**src/rtl/dc_replay_queue.sv**
```systemverilog
// Replay queue in front of the directory pipeline: requests that collide with a
// busy TSHR or an older parked request wait here until that TSHR entry is released.
module dc_replay_queue #(
    parameter int ADDR_WIDTH     = 32,
    parameter int PAYLOAD_WIDTH  = 64,
    parameter int DEPTH          = 8,
    parameter int TSHR_IDX_WIDTH = 3
) (
    input  logic                         clk,
    input  logic                         reset,
    input  logic                         in_valid,
    output logic                         in_ready,
    input  logic [ADDR_WIDTH-1:0]        in_address,
    input  logic [PAYLOAD_WIDTH-1:0]     in_payload,
    input  logic                         in_tshr_hit,
    input  logic [TSHR_IDX_WIDTH-1:0]    in_tshr_index,
    input  logic                         rel_valid,
    input  logic [TSHR_IDX_WIDTH-1:0]    rel_index,
    output logic                         out_valid,
    input  logic                         out_ready,
    output logic [ADDR_WIDTH-1:0]        out_address,
    output logic [PAYLOAD_WIDTH-1:0]     out_payload,
    output logic                         out_replayed,
    output logic                         full,
    output logic [$clog2(DEPTH+1)-1:0]   occupancy
);

    localparam int OCC_W = $clog2(DEPTH + 1);

    logic [DEPTH-1:0]          valid_q, valid_d, waiting_q, waiting_d;
    logic [TSHR_IDX_WIDTH-1:0] tshr_q [DEPTH];
    logic [TSHR_IDX_WIDTH-1:0] tshr_d [DEPTH];
    logic [ADDR_WIDTH-1:0]     addr_q [DEPTH];
    logic [ADDR_WIDTH-1:0]     addr_d [DEPTH];
    logic [PAYLOAD_WIDTH-1:0]  payload_q [DEPTH];
    logic [PAYLOAD_WIDTH-1:0]  payload_d [DEPTH];
    // age_q[i][j] set means slot i was allocated before slot j
    logic [DEPTH-1:0]          age_q [DEPTH];
    logic [DEPTH-1:0]          age_d [DEPTH];

    logic                      out_valid_q, out_valid_d, out_replayed_q, out_replayed_d;
    logic [ADDR_WIDTH-1:0]     out_address_q, out_address_d;
    logic [PAYLOAD_WIDTH-1:0]  out_payload_q, out_payload_d;
    logic [OCC_W-1:0]          occupancy_q, occupancy_d;

    logic [DEPTH-1:0]          eligible, addr_match, free_oh, replay_oh, young_oh;
    logic                      eligible_any, out_free, accept, collide;
    logic                      park, direct, replay, free_found;
    logic [TSHR_IDX_WIDTH-1:0] young_tshr, park_tshr;
    logic                      young_waiting, park_waiting;
    logic [ADDR_WIDTH-1:0]     replay_addr;
    logic [PAYLOAD_WIDTH-1:0]  replay_payload;

    assign full         = &valid_q;
    assign out_valid    = out_valid_q;
    assign out_address  = out_address_q;
    assign out_payload  = out_payload_q;
    assign out_replayed = out_replayed_q;
    assign occupancy    = occupancy_q;

    always_comb begin
        out_free     = !out_valid_q || out_ready;
        eligible     = valid_q & ~waiting_q;
        eligible_any = |eligible;
        in_ready     = !full && !eligible_any && out_free;
        accept       = in_valid && in_ready;
        for (int i = 0; i < DEPTH; i++) begin
            addr_match[i] = valid_q[i] && (addr_q[i] == in_address);
        end
        collide = in_tshr_hit || (|addr_match);
        park    = accept && collide;
        direct  = accept && !collide;
        replay  = eligible_any && out_free;

        free_oh    = '0;
        free_found = 1'b0;
        for (int i = 0; i < DEPTH; i++) begin
            if (!valid_q[i] && !free_found) begin
                free_oh[i] = 1'b1;
                free_found = 1'b1;
            end
        end

        // Oldest eligible slot replays; youngest matching slot donates its TSHR link
        replay_oh = '0;
        young_oh  = '0;
        for (int i = 0; i < DEPTH; i++) begin
            replay_oh[i] = eligible[i];
            young_oh[i]  = addr_match[i];
            for (int k = 0; k < DEPTH; k++) begin
                if (k != i) begin
                    if (eligible[k] && age_q[k][i]) replay_oh[i] = 1'b0;
                    if (addr_match[k] && age_q[i][k]) young_oh[i] = 1'b0;
                end
            end
        end

        young_tshr     = '0;
        young_waiting  = 1'b0;
        replay_addr    = '0;
        replay_payload = '0;
        for (int i = 0; i < DEPTH; i++) begin
            if (young_oh[i]) begin
                young_tshr    = young_tshr | tshr_q[i];
                young_waiting = young_waiting | waiting_q[i];
            end
            if (replay_oh[i]) begin
                replay_addr    = replay_addr | addr_q[i];
                replay_payload = replay_payload | payload_q[i];
            end
        end
        park_tshr    = in_tshr_hit ? in_tshr_index : young_tshr;
        park_waiting = (in_tshr_hit || young_waiting) && !(rel_valid && (rel_index == park_tshr));
    end

    always_comb begin
        valid_d   = valid_q;
        waiting_d = waiting_q;
        tshr_d    = tshr_q;
        addr_d    = addr_q;
        payload_d = payload_q;
        age_d     = age_q;
        for (int i = 0; i < DEPTH; i++) begin
            if (rel_valid && valid_q[i] && (tshr_q[i] == rel_index)) waiting_d[i] = 1'b0;
            if (replay && replay_oh[i]) valid_d[i] = 1'b0;
            if (park && free_oh[i]) begin
                valid_d[i]   = 1'b1;
                waiting_d[i] = park_waiting;
                tshr_d[i]    = park_tshr;
                addr_d[i]    = in_address;
                payload_d[i] = in_payload;
                age_d[i]     = '0;
                for (int j = 0; j < DEPTH; j++) begin
                    if (j != i) age_d[j][i] = valid_q[j];
                end
            end
        end

        out_valid_d    = out_valid_q;
        out_address_d  = out_address_q;
        out_payload_d  = out_payload_q;
        out_replayed_d = out_replayed_q;
        if (out_free) begin
            if (replay) begin
                out_valid_d    = 1'b1;
                out_address_d  = replay_addr;
                out_payload_d  = replay_payload;
                out_replayed_d = 1'b1;
            end else if (direct) begin
                out_valid_d    = 1'b1;
                out_address_d  = in_address;
                out_payload_d  = in_payload;
                out_replayed_d = 1'b0;
            end else begin
                out_valid_d    = 1'b0;
            end
        end

        occupancy_d = occupancy_q;
        case ({park, replay})
            2'b10:   occupancy_d = occupancy_q + OCC_W'(1);
            2'b01:   occupancy_d = occupancy_q - OCC_W'(1);
            default: occupancy_d = occupancy_q;
        endcase
    end

    always_ff @(posedge clk or posedge reset) begin
        if (reset) begin
            valid_q        <= '0;
            waiting_q      <= '0;
            for (int i = 0; i < DEPTH; i++) age_q[i] <= '0;
            out_valid_q    <= 1'b0;
            out_address_q  <= '0;
            out_payload_q  <= '0;
            out_replayed_q <= 1'b0;
            occupancy_q    <= '0;
        end else begin
            valid_q        <= valid_d;
            waiting_q      <= waiting_d;
            age_q          <= age_d;
            out_valid_q    <= out_valid_d;
            out_address_q  <= out_address_d;
            out_payload_q  <= out_payload_d;
            out_replayed_q <= out_replayed_d;
            occupancy_q    <= occupancy_d;
        end
    end

    // Slot contents are qualified by valid_q, so they need no reset
    always_ff @(posedge clk) begin
        tshr_q    <= tshr_d;
        addr_q    <= addr_d;
        payload_q <= payload_d;
    end

endmodule

```
**config.mk**
```make
export PLATFORM = sky130hd
export DESIGN_NAME = dc_replay_queue
export DESIGN_NICKNAME = d
export VERILOG_FILES = /design/src/rtl/dc_replay_queue.sv
export SDC_FILE = /design/constraint.sdc
export NUM_CORES = 1
export LEC_CHECK = 0
export ABC_AREA = 0
export CAP_MARGIN = 20
export CORE_MARGIN = 2
export CORE_UTILIZATION = 65
export CTS_CLUSTER_DIAMETER = 80
export DETAILED_ROUTE_END_ITERATION = 10
export PLACE_DENSITY = 0.83
export SYNTH_ARGS = -nofsm -noshare
export SYNTH_HDL_FRONTEND = slang
export SYNTH_SLANG_ARGS = --single-unit
```
**constraint.sdc**
```tcl
create_clock -name clk -period 18 [get_ports clk]
set_input_delay 3.6 -clock clk [delete_from_list [all_inputs] [get_ports clk]]
set_output_delay 3.6 -clock clk [all_outputs]
set_load 0.02 [all_outputs]
```
; ---- Word level (Yosys, flattened, before mapping)
; Index checks and enable logic that the tools add are counted.
[word_totals]
in_bits = 108
output_inout_bits = 104
elab_cells = 654
register_bits = 966
[op_classes]
n_eq_ne = 19
n_mux = 264
n_reduce_logical = 238
n_bitwise = 30
n_addsub = 2
[op_table]
columns = operator, n
row1 = $mux W64, 10
row2 = $or A64 B64 Y64, 7
row3 = $mux W32, 10
row4 = $eq A32 B32 Y1, 8
row5 = $mux W1, 226
row6 = $or A32 B32 Y32, 7
row7 = $logic_and A1 B1 Y1, 167
row8 = $reduce_bool A2 Y1, 46
row9 = $mux W8, 7
row10 = $eq A3 B3 Y1, 9
row11 = $mux W3, 9
row12 = $or A3 B3 Y3, 7
row13 = $logic_not A1 Y1, 18
row14 = $reduce_or A8 Y1, 2
row15 = $and A8 B8 Y8, 1
row16 = $not A8 Y8, 1
row17 = $pmux W4 S2, 1
row18 = $reduce_and A8 Y1, 1
row19 = $mux W7, 1
row20 = $or A1 B1 Y1, 7
row21 = $add A4 B1 Y4 const B, 1
row22 = $sub A4 B1 Y4 const B, 1
row23 = $logic_or A1 B1 Y1, 3
row24 = $eq A2 B1 Y1 const B, 1
row25 = other kinds (2), 2

; ---- Depth between registers and ports, before layout
; Gate-level depths: netlist of run 1.
[logic_depth]
depth_word = 31
ltp_mapped = 16
ltp_nobuf = 14

; ---- Worst setup path after synthesis of run 1
; No wires, ideal clock.
[synth_timing]
kind = input-to-reg
start = input in_address[14]
end = register waiting_q[5]
arrival_time_ns = 9.043
n_path_buf = 2
path_slack_ns = 8.812
setup_time_ns = 0.145
path_stages = 12
required_ns = 17.855
cell_sequence = buf_2 > xor2_1 > a2111o_1 > a2111oi_4 > and4_1 > nor4_1 > nand3_2 > nand4b_1 > nor2_1 > clkbuf_1 > o21ai_0 > o22ai_1
[synth_between]
elab_chain_cells = 31
word_cells_on_any_way = 170
classes_between = eq/ne: 9 / mux: 74 / bitwise: 14 / reduce/logical: 73
[synth_lines]
columns = element, line_no
row1 = start: declaration, 13  ; input logic [ADDR_WIDTH-1:0] in_address,
row2 = $eq A32 B32 Y1, 68  ; addr_match[i] = valid_q[i] && (addr_q[i] == in_address);
row3 = $logic_and A1 B1 Y1, 68
row4 = $logic_and A1 B1 Y1, 93  ; if (addr_match[k] && age_q[i][k]) young_oh[i] = 1'b0;
row5 = $mux W1 (7 in a row), 93
row6 = $mux W3, 103  ; if (young_oh[i]) begin
row7 = $or A3 B3 Y3, 104  ; young_tshr = young_tshr | tshr_q[i];
row8 = $mux W3, 103
row9 = $or A3 B3 Y3, 104
row10 = (+9 left out), --
row11 = $or A3 B3 Y3, 104
row12 = $mux W3, 103
row13 = $mux W3, 112  ; park_tshr = in_tshr_hit ? in_tshr_index : young_tshr;
row14 = $eq A3 B3 Y1, 113  ; park_waiting = (in_tshr_hit || young_waiting) && !(rel_valid && (rel_index == park_tshr));
row15 = $logic_and A1 B1 Y1, 113
row16 = $logic_not A1 Y1, 113
row17 = $logic_and A1 B1 Y1, 113
row18 = $mux W1, 126  ; if (park && free_oh[i]) begin
row19 = end signal: assignment, 179  ; waiting_q <= waiting_d;
row20 = end: declaration, 30  ; logic [DEPTH-1:0] valid_q, valid_d, waiting_q, waiting_d;
; Several ways; a longest one is shown, not always the timed one.
; A chain may end at the register's enable or synchronous reset.

; ---- Final worst setup path of run 1
[layout_timing]
start = input in_address[11]
end = register age_q[9] (netlist bit)
[layout_between]
elab_chain_cells = 7
word_cells_on_any_way = 23
classes_between = eq/ne: 8 / mux: 1 / reduce/logical: 14
[layout_lines]
columns = element, line_no
row1 = $eq A32 B32 Y1, 68
row2 = $logic_and A1 B1 Y1, 68
row3 = $reduce_or A8 Y1 *, 70  ; collide = in_tshr_hit || (|addr_match);
row4 = $logic_or A1 B1 Y1 *, 70
row5 = $logic_and A1 B1 Y1 *, 71  ; park = accept && collide;
row6 = $logic_and A1 B1 Y1, 126
row7 = $mux W8 / $reduce_bool A2 Y1 (equally long branches), --
row8 = end signal: assignment, 180  ; age_q <= age_d;
row9 = end: declaration, 38  ; logic [DEPTH-1:0] age_q [DEPTH];
; Mark *: on every way between the ends. The rest lies on a longest branch, timed or not. The select of a mux whose other input is x is not followed.

==> impl_summary.txt, run 1 <==
----------------------------------------------------
[Run status]
  Status ... completed

[Timing]
  Ratio of final minimum period to clock period ... 52.28%
  Count of endpoints failing setup in the final report ... 0
  Final total negative setup slack ... 0 ns
  Achievable Freq ... 106.3 MHz
  Unrepaired setup endpoints after global routing ... false
  Minimum clock period after layout ... 9.411 ns
  Pins Over Slew Limit ... 0
  Relative slew margins ... 21.76%
  Worst Max-Slew Pin Slew ... ~1.2 ns
  Final number of hold-violating endpoints ... 0
  Slack of the critical path ... 8.589 ns
  Clk_skew ... 0.03491 ns

[Die]
  Initial standard-cell utilization of the core ... 65.39%
  Number of I/O pins ... 212
  Chip Width ... roughly 250 µm
  Placement Rows ... 91
  Die Span Y ... 252.5 µm
  Die area ... 0.06374 mm²
  Area of the core region ... 0.06137 mm²

[Global route]
  GRT Overall Usage ... 37.25%
  Antenna violations before repair ... 6
  Maximum number of pins on one net before global-route repair ... 203
  Number of global-route vias before repair ... 26.52k
  Overflow after GRT ... 0
  Global-route wire length before repair ... 173700 µm

[Cells and area]
  Commonest cells after routing, fill and taps aside ... sky130_fd_sc_hd__edfxtp_1, sky130_fd_sc_hd__xnor2_1, sky130_fd_sc_hd__clkdlybuf4s50_1
  Most frequent standard cell in the layout excluding fill and tap cells ... sky130_fd_sc_hd__edfxtp_1
  Share of cells above drive strength 1 ... 7.095%
  Layout Area Growth over Synthesis ... 14.20%
  Layout net count ... 3034

[Routing]
  Wire per inst ... about 31 µm
  Initial detailed-routing violation count ... 3872
  Number of antenna-violating nets in the routed design ... 0
  DR vias/cell ... 7.121
  Number of iterations in the first detailed-routing pass ... 6
  Total wirelength of the detailed-routed design ... 118800 µm
  Drt drc ... 0
  Via count ... 27.01k

[Clock tree]
  Total number of H-tree levels ... 3
  Maximum number of buffers from clock root to sink ... 3
  Source-to-sink clock delay at the later pin of the worst-skew pair ... 0.66 ns
  Buffers inserted during post-CTS setup optimization ... 0
  Clock tree from TritonCTS ... yes
  Num CTS Buffers ... 93
  Quantity of hold-fixing buffers added after cts ... 0
  TritonCTS sink count ... a little under 1k
  CTS clock-pin slew for the worst setup and hold paths ... about 0.060 ns
  Resize count post-CTS ... 0
  Library cell used as clock root buffer ... sky130_fd_sc_hd__clkbuf_16

[Pwr]
  Switching power share of the total ... 31.46%
  Standby leakage power ... 15.94 nW
  Power density normalized to cell area ... 135.7 mW/mm²
  Net switching power of the design ... 0.001957 W
  Sequential cell fraction of total power ... 43.9%
  Clock power frac ... 31.3%
  Peak supply drop ... 0.0001502 V
  Share of power burned in combinational logic ... 24.9%
  Cell-internal power ... between 0.004 and 0.005 W

[Setup path]
  Crit path buf inv count ... 4
  CP arrival ... 9.90 ns
  Type of element capturing the critical path ... register
  Largest delay contributor family on the critical path ... buffers and inverters
  Required arrival time at the worst endpoint ... 18.49 ns
  Most frequent cell on the critical path ... sky130_fd_sc_hd__buf_4
  Critical path type ... primary input to register
  Startpoint kind of the worst setup timing path ... primary input
  Slowest CP cell ... sky130_fd_sc_hd__clkdlybuf4s50_1
  R2R Setup Slk ... 12.12 ns
  Cell breakdown of the critical path ... clkdlybuf4s50_1 > xnor2_1 > nand4_1 > nor4_1 > nand3_1 > nor3b_1 > nand3_2 > nand4b_1 > nor2_1 > nand2_1 > inv_4 > buf_4 > buf_4 > o21ai_0
  Maximum net fanout on the critical path ... 42
  Worst path max stage delay ... slightly below 1 ns

[Synth]
  Gate Count Post-Synth ... 2760
  Leading register cell type out of synthesis ... sky130_fd_sc_hd__edfxtp_1
  Sequential cell area fraction in the yosys report ... about 70%
  Number of unique standard cell types used by synthesis ... 66
  Async S/R FF share, synth ... 18.01%
  Warnings from Yosys ... 0
  Syn_nets ... 2872
  Flop and latch count out of synthesis ... approximately 970
  Number of enable flip-flop cells after synthesis ... 792
  Cell area after synthesis ... 0.04013 mm²
  Post-synthesis average cell area ... 14.54 µm²

[Placed design]
  Worst setup slack after placement ... 8.204 ns
  Global placer's final weighted congestion ... 1.014
  Quantity of I/O buffers inserted on ports ... 211
  Detailed placement HPWL ... 70660 µm

[Min path]
  Worst min path class ... register to register

[Flow run]
  Max-Cap Viols ... 0

----------------------------------------------------
## path summary, 6_finish.rpt
kind / to / from / cells after the start
min reg2reg: occupancy[3] / occupancy[3] / 1
max reg2reg: age_q[9] / valid_q[5] / 14
min in group asynchronous: waiting_q[1] / reset / 2
max in group asynchronous: occupancy[3] / reset / 3
min: occupancy[3] / occupancy[3] / 1
max: age_q[9] / in_address[11] / 14
## sequential cells by signal (all words and copies together), names as in the netlist
name	flops
out_address	32
age_q	56
out_replayed	1
payload_q	512
waiting_q	8
tshr_q	24
occupancy	4
valid_q	8
out_payload	64
addr_q	256
out_valid	1
## cell families after synthesis
group | synth area share, %
flip-flops | 70.12
multiplexers | 2.345
buffers and inverters | 2.460
AO/OA/AOI/OAI | 11.76
XOR/XNOR | 6.108
AND/OR/NAND/NOR | 7.071
adder cells (fa/ha/maj) | 0.1434
## power groups by stage
stage,clock network (W),registers [W],logic (W)
5_1_grt,0.00203,0.00274,0.00164
2_1_floorplan,0,0.00285,0.000789
3_3_place_gp,0,0.00276,0.00147
4_1_cts,0.00194,0.00273,0.00153
6_report,0.00194,0.00273,0.00155
3_5_place_dp,0,0.00277,0.00151
## per-stage QoR
step	cells	utilization [%]	cell area (µm²)	total power, W	hold slack, ns
6_report	3793	74.67	45830	0.006220	0.4753
5_1_grt	3793	74.67	45830	0.006414	0.4996
4_1_cts	3791	74.66	45820	0.006199	0.4788
3_5_place_dp	3616	69.69	42770	0.004281	0.4650
3_3_place_gp	3616	69.69	42770	0.004228	0.4550
2_1_floorplan	2760	-	40130	0.003635	0.4695
## layer usage
layer / global-route usage [%] / vias to the layer above / part of all wire (%)
met2: 57.03 / 2216 / 47
li1: - / 11060 / -
met5: 0 / - / 0.039
met1: 51.96 / 13380 / 36
met3: 8.321 / 348 / 13
met4: 16.58 / 8 / 4.4
## cell type report
class	instances	area, µm²
antenna	1	2.502
clock buffer	130	2629
clock inverter	45	419.2
fill	3582	15540
inverter	51	216.5
multi-input combinational	1564	11050
sequential	966	28140
tap	790	988.4
timing repair buffer	246	2387
## synth_stat cells, types with 5 or more instances
cell type | n | area (µm²)
sky130_fd_sc_hd__edfxtp_1 | 792 | 23780
sky130_fd_sc_hd__xnor2_1 | 241 | 2111
sky130_fd_sc_hd__a22oi_1 | 204 | 1531
sky130_fd_sc_hd__nand2_1 | 187 | 701.9
sky130_fd_sc_hd__dfrtp_1 | 174 | 4354
sky130_fd_sc_hd__nand3_1 | 142 | 710.7
sky130_fd_sc_hd__clkbuf_1 | 120 | 450.4
sky130_fd_sc_hd__o21ai_0 | 109 | 545.5
sky130_fd_sc_hd__a22o_1 | 108 | 945.9
sky130_fd_sc_hd__a221oi_1 | 105 | 919.6
sky130_fd_sc_hd__mux2i_1 | 94 | 940.9
sky130_fd_sc_hd__nand4_1 | 73 | 456.7
sky130_fd_sc_hd__nor2_1 | 73 | 274.0
sky130_fd_sc_hd__inv_1 | 46 | 172.7
sky130_fd_sc_hd__xor2_1 | 37 | 324.1
sky130_fd_sc_hd__buf_2 | 27 | 135.1
sky130_fd_sc_hd__a21oi_1 | 19 | 95.09
sky130_fd_sc_hd__and4_1 | 18 | 157.7
sky130_fd_sc_hd__buf_1 | 16 | 60.06
sky130_fd_sc_hd__nor4_1 | 14 | 87.58
sky130_fd_sc_hd__o22ai_1 | 12 | 75.07
sky130_fd_sc_hd__nor3_1 | 11 | 55.05
sky130_fd_sc_hd__o31ai_1 | 11 | 82.58
sky130_fd_sc_hd__nor2b_1 | 10 | 62.56
sky130_fd_sc_hd__a21o_1 | 9 | 67.56
sky130_fd_sc_hd__buf_4 | 8 | 60.06
sky130_fd_sc_hd__buf_6 | 8 | 90.09
sky130_fd_sc_hd__o2111ai_1 | 8 | 70.07
sky130_fd_sc_hd__and3_1 | 7 | 43.79
sky130_fd_sc_hd__o311ai_0 | 7 | 61.31
sky130_fd_sc_hd__a222oi_1 | 6 | 60.06
sky130_fd_sc_hd__and2_1 | 5 | 31.28
sky130_fd_sc_hd__clkinv_1 | 5 | 18.77
(Power assumes the default switching activity.)
==> run 2, diff against run 1 <==
--- a/config.mk
+++ b/config.mk
@@ -8,10 +8,10 @@
 export ABC_AREA = 0
 export CAP_MARGIN = 20
 export CORE_MARGIN = 2
-export CORE_UTILIZATION = 65
+export CORE_UTILIZATION = 60
 export CTS_CLUSTER_DIAMETER = 80
 export DETAILED_ROUTE_END_ITERATION = 10
-export PLACE_DENSITY = 0.83
+export PLACE_DENSITY = 0.78
 export SYNTH_ARGS = -nofsm -noshare
 export SYNTH_HDL_FRONTEND = slang
 export SYNTH_SLANG_ARGS = --single-unit
==> constraint.sdc (replaced) <==
create_clock -name clk -period 8.8 [get_ports clk]
set_input_delay 1.76 -clock clk [delete_from_list [all_inputs] [get_ports clk]]
set_output_delay 1.76 -clock clk [all_outputs]
set_load 0.02 [all_outputs]
==> run 2 against run 1 <==
Clock skew grew 0.024 ns. Via count is 1.2% lower. Clock power up 120%. Global-route usage fell by 2.8 points. Power is 110% higher. Setup slack got worse by 6.6 ns. Cell area increased by 1.1%. Wire length up 0.87%. Cell count is 2.2% higher. First-iteration DRC count down 3.8%. Largest power group unchanged. Die area up 8.2%. Count of clock-buffer cells in the layout grew 1.
==> impl_summary.txt, run 2 (synthesized netlist as in run 1, its figures left out) <==
----------------------------------------------------
[Cells and area]
  Layout net count ... 3038
  Number of flip-flops in the largest register ... ~510
  Layout Area Growth over Synthesis ... 15.47%
  Layout Utilization ... 70.23%
  Most frequent standard cell in the layout excluding fill and tap cells ... sky130_fd_sc_hd__edfxtp_1
  Register containing the most flip-flops in the final layout ... payload_q
  Share of cells above drive strength 1 ... 7.677%
  Fill cell instance count of the final layout ... between 4k and 5k
  Commonest cells after routing, fill and taps aside ... sky130_fd_sc_hd__edfxtp_1, sky130_fd_sc_hd__xnor2_1, sky130_fd_sc_hd__clkdlybuf4s50_1

[Clock tree]
  Source-to-sink clock delay at the later pin of the worst-skew pair ... 0.69 ns
  Maximum number of buffers from clock root to sink ... 3
  Library cell used as clock root buffer ... sky130_fd_sc_hd__clkbuf_16
  CTS clock-pin slew for the worst setup and hold paths ... 0.06 ns
  Quantity of hold-fixing buffers added after cts ... 0
  Total number of H-tree levels ... 3
  Buffers inserted during post-CTS setup optimization ... 0
  Resize count post-CTS ... 0
  Num CTS Buffers ... 96
  TritonCTS sink count ... 966
  Clock tree from TritonCTS ... yes

[Setup path]
  Required arrival time at the worst endpoint ... ~9 ns
  CP arrival ... 7.17 ns
  Critical path type ... primary input to register
  Type of element capturing the critical path ... register
  Maximum net fanout on the critical path ... 51
  Startpoint kind of the worst setup timing path ... primary input

[Routing]
  Wire per inst ... 30.92 µm
  DR vias/cell ... 6.884
  Total wirelength of the detailed-routed design ... ~120000 µm
  Via count ... 26.68k
  Initial detailed-routing violation count ... 3725
  Number of iterations in the first detailed-routing pass ... 6
  Number of antenna-violating nets in the routed design ... 0
  Drt drc ... 0

[Timing]
  Unrepaired setup endpoints after global routing ... false
  Worst Max-Slew Pin Slew ... 1.189 ns
  Count of endpoints failing setup in the final report ... 0
  Achievable Freq ... ~150 MHz
  Final total negative setup slack ... 0 ns
  Ratio of final minimum period to clock period ... 77.53%
  Relative slew margins ... 20.13%
  Final number of hold-violating endpoints ... 0
  Clk_skew ... roughly 0.059 ns
  Minimum clock period after layout ... 6.823 ns
  Pins Over Slew Limit ... 0

[Placed design]
  Detailed placement HPWL ... roughly 72000 µm
  Global placer's final weighted congestion ... ~1.0
  Quantity of I/O buffers inserted on ports ... between 200 and 250

[Run status]
  Status ... completed

[Die]
  Area of the core region ... 0.06598 mm²
  Placement Rows ... 94
  Number of I/O pins ... 212
  Initial standard-cell utilization of the core ... 60.82%
  Die area ... 0.06897 mm²
  Chip Width ... 262.6 µm
  Die Span Y ... 262.6 µm

[Pwr]
  Power density normalized to cell area ... 281.4 mW/mm²
  Standby leakage power ... ~16 nW
  Peak supply drop ... 0.0002246 V

[Global route]
  Maximum number of pins on one net before global-route repair ... 119
  Antenna violations before repair ... 2
  GRT Overall Usage ... 34.43%
  Number of global-route vias before repair ... 25.91k
  Overflow after GRT ... 0
  Global-route wire length before repair ... 176100 µm

[Flow run]
  Max-Cap Viols ... 0

[Min path]
  Worst min path class ... register to register

----------------------------------------------------
-- run 2: changes by cell type in the layout (fill, tap and decap cells not counted), moves of 4 or more --
| cell | previous run | this run |
|---|---|---|
| sky130_fd_sc_hd__bufinv_16 | 5 | 10 |
| sky130_fd_sc_hd__clkinv_4 | 0 | 4 |
| sky130_fd_sc_hd__clkinvlp_4 | 5 | 9 |
| sky130_fd_sc_hd__buf_4 | 33 | 27 |
| sky130_fd_sc_hd__clkinv_1 | 11 | 4 |
| sky130_fd_sc_hd__buf_12 | 1 | 9 |
| sky130_fd_sc_hd__clkbuf_1 | 23 | 19 |
| sky130_fd_sc_hd__clkbuf_16 | 95 | 99 |
-- run 2: routing by layer --
layer | part of all wire [%] | vias up | global-route usage [%]
met4 | 3.6 | 2 | 11.87
met3 | 11 | 279 | 6.287
li1 | - | 11100 | -
met1 | 38 | 13410 | 49.06
met2 | 47 | 1889 | 54.05
met5 | 0.011 | - | 0
-- run 2: per-stage QoR --
step           total power, W  cells  instance area, µm²  hold WS (ns)  setup slack [ns]
2_1_floorplan        0.007434   2760               40130        0.4695             1.452
3_3_place_gp         0.008675   3692               42980        0.4565             1.759
3_5_place_dp         0.008761   3692               42980        0.4680             1.474
4_1_cts               0.01303   3873               46330        0.4780             2.156
5_1_grt               0.01343   3873               46330        0.4878             1.892
6_report              0.01304   3875               46340        0.4758             1.977
-- run 2: final cells by class --
cell class / instances / area [µm²] / share of cell area [%]
inverter: 51 / 219.0 / 0.4725
timing repair buffer: 247 / 2495 / 5.384
clock inverter: 50 / 626.9 / 1.353
sequential: 966 / 28140 / 60.72
antenna: 2 / 5.005 / 0.01080
multi-input combinational: 1564 / 11050 / 23.84
clock buffer: 131 / 2728 / 5.886
tap: 864 / 1081 / 2.333
-- run 2: final timing paths --
| path | end | slack, ns | cells after the start | start |
|---|---|---|---|---|
| setup / recovery | payload_q[98] | 1.98 | 12 | in_address[29] |
| hold / removal | out_replayed | 0.48 | 1 | out_replayed |
| setup reg to reg | payload_q[98] | 3.66 | 11 | addr_q[29] |
| hold reg to reg | out_replayed | 0.48 | 1 | out_replayed |
| max in group asynchronous | out_payload[41] | 5.78 | 3 | reset |
| min in group asynchronous | waiting_q[7] | 1.71 | 2 | reset |
-- run 2: worst max-delay path, stage by stage --
cell,delay (ns)
sky130_fd_sc_hd__clkdlybuf4s50_1,0.80
sky130_fd_sc_hd__xnor2_1,0.44
sky130_fd_sc_hd__nand4_1,0.24
sky130_fd_sc_hd__nor4_1,0.94
sky130_fd_sc_hd__and3_1,0.39
sky130_fd_sc_hd__nor3b_1,0.09
sky130_fd_sc_hd__nand3_2,0.15
sky130_fd_sc_hd__nand4b_1,0.42
sky130_fd_sc_hd__nor2_1,0.33
sky130_fd_sc_hd__nand2_1,0.29
sky130_fd_sc_hd__inv_4,0.81
sky130_fd_sc_hd__buf_4,0.44
-- run 2: power breakdown --
group	internal, W	switching (W)	leakage [nW]	total, W
clock	0.00249	0.00180	1.62	0.00430
sequential	0.00533	0.000250	9.37	0.00558
combinational	0.00113	0.00203	5.11	0.00316
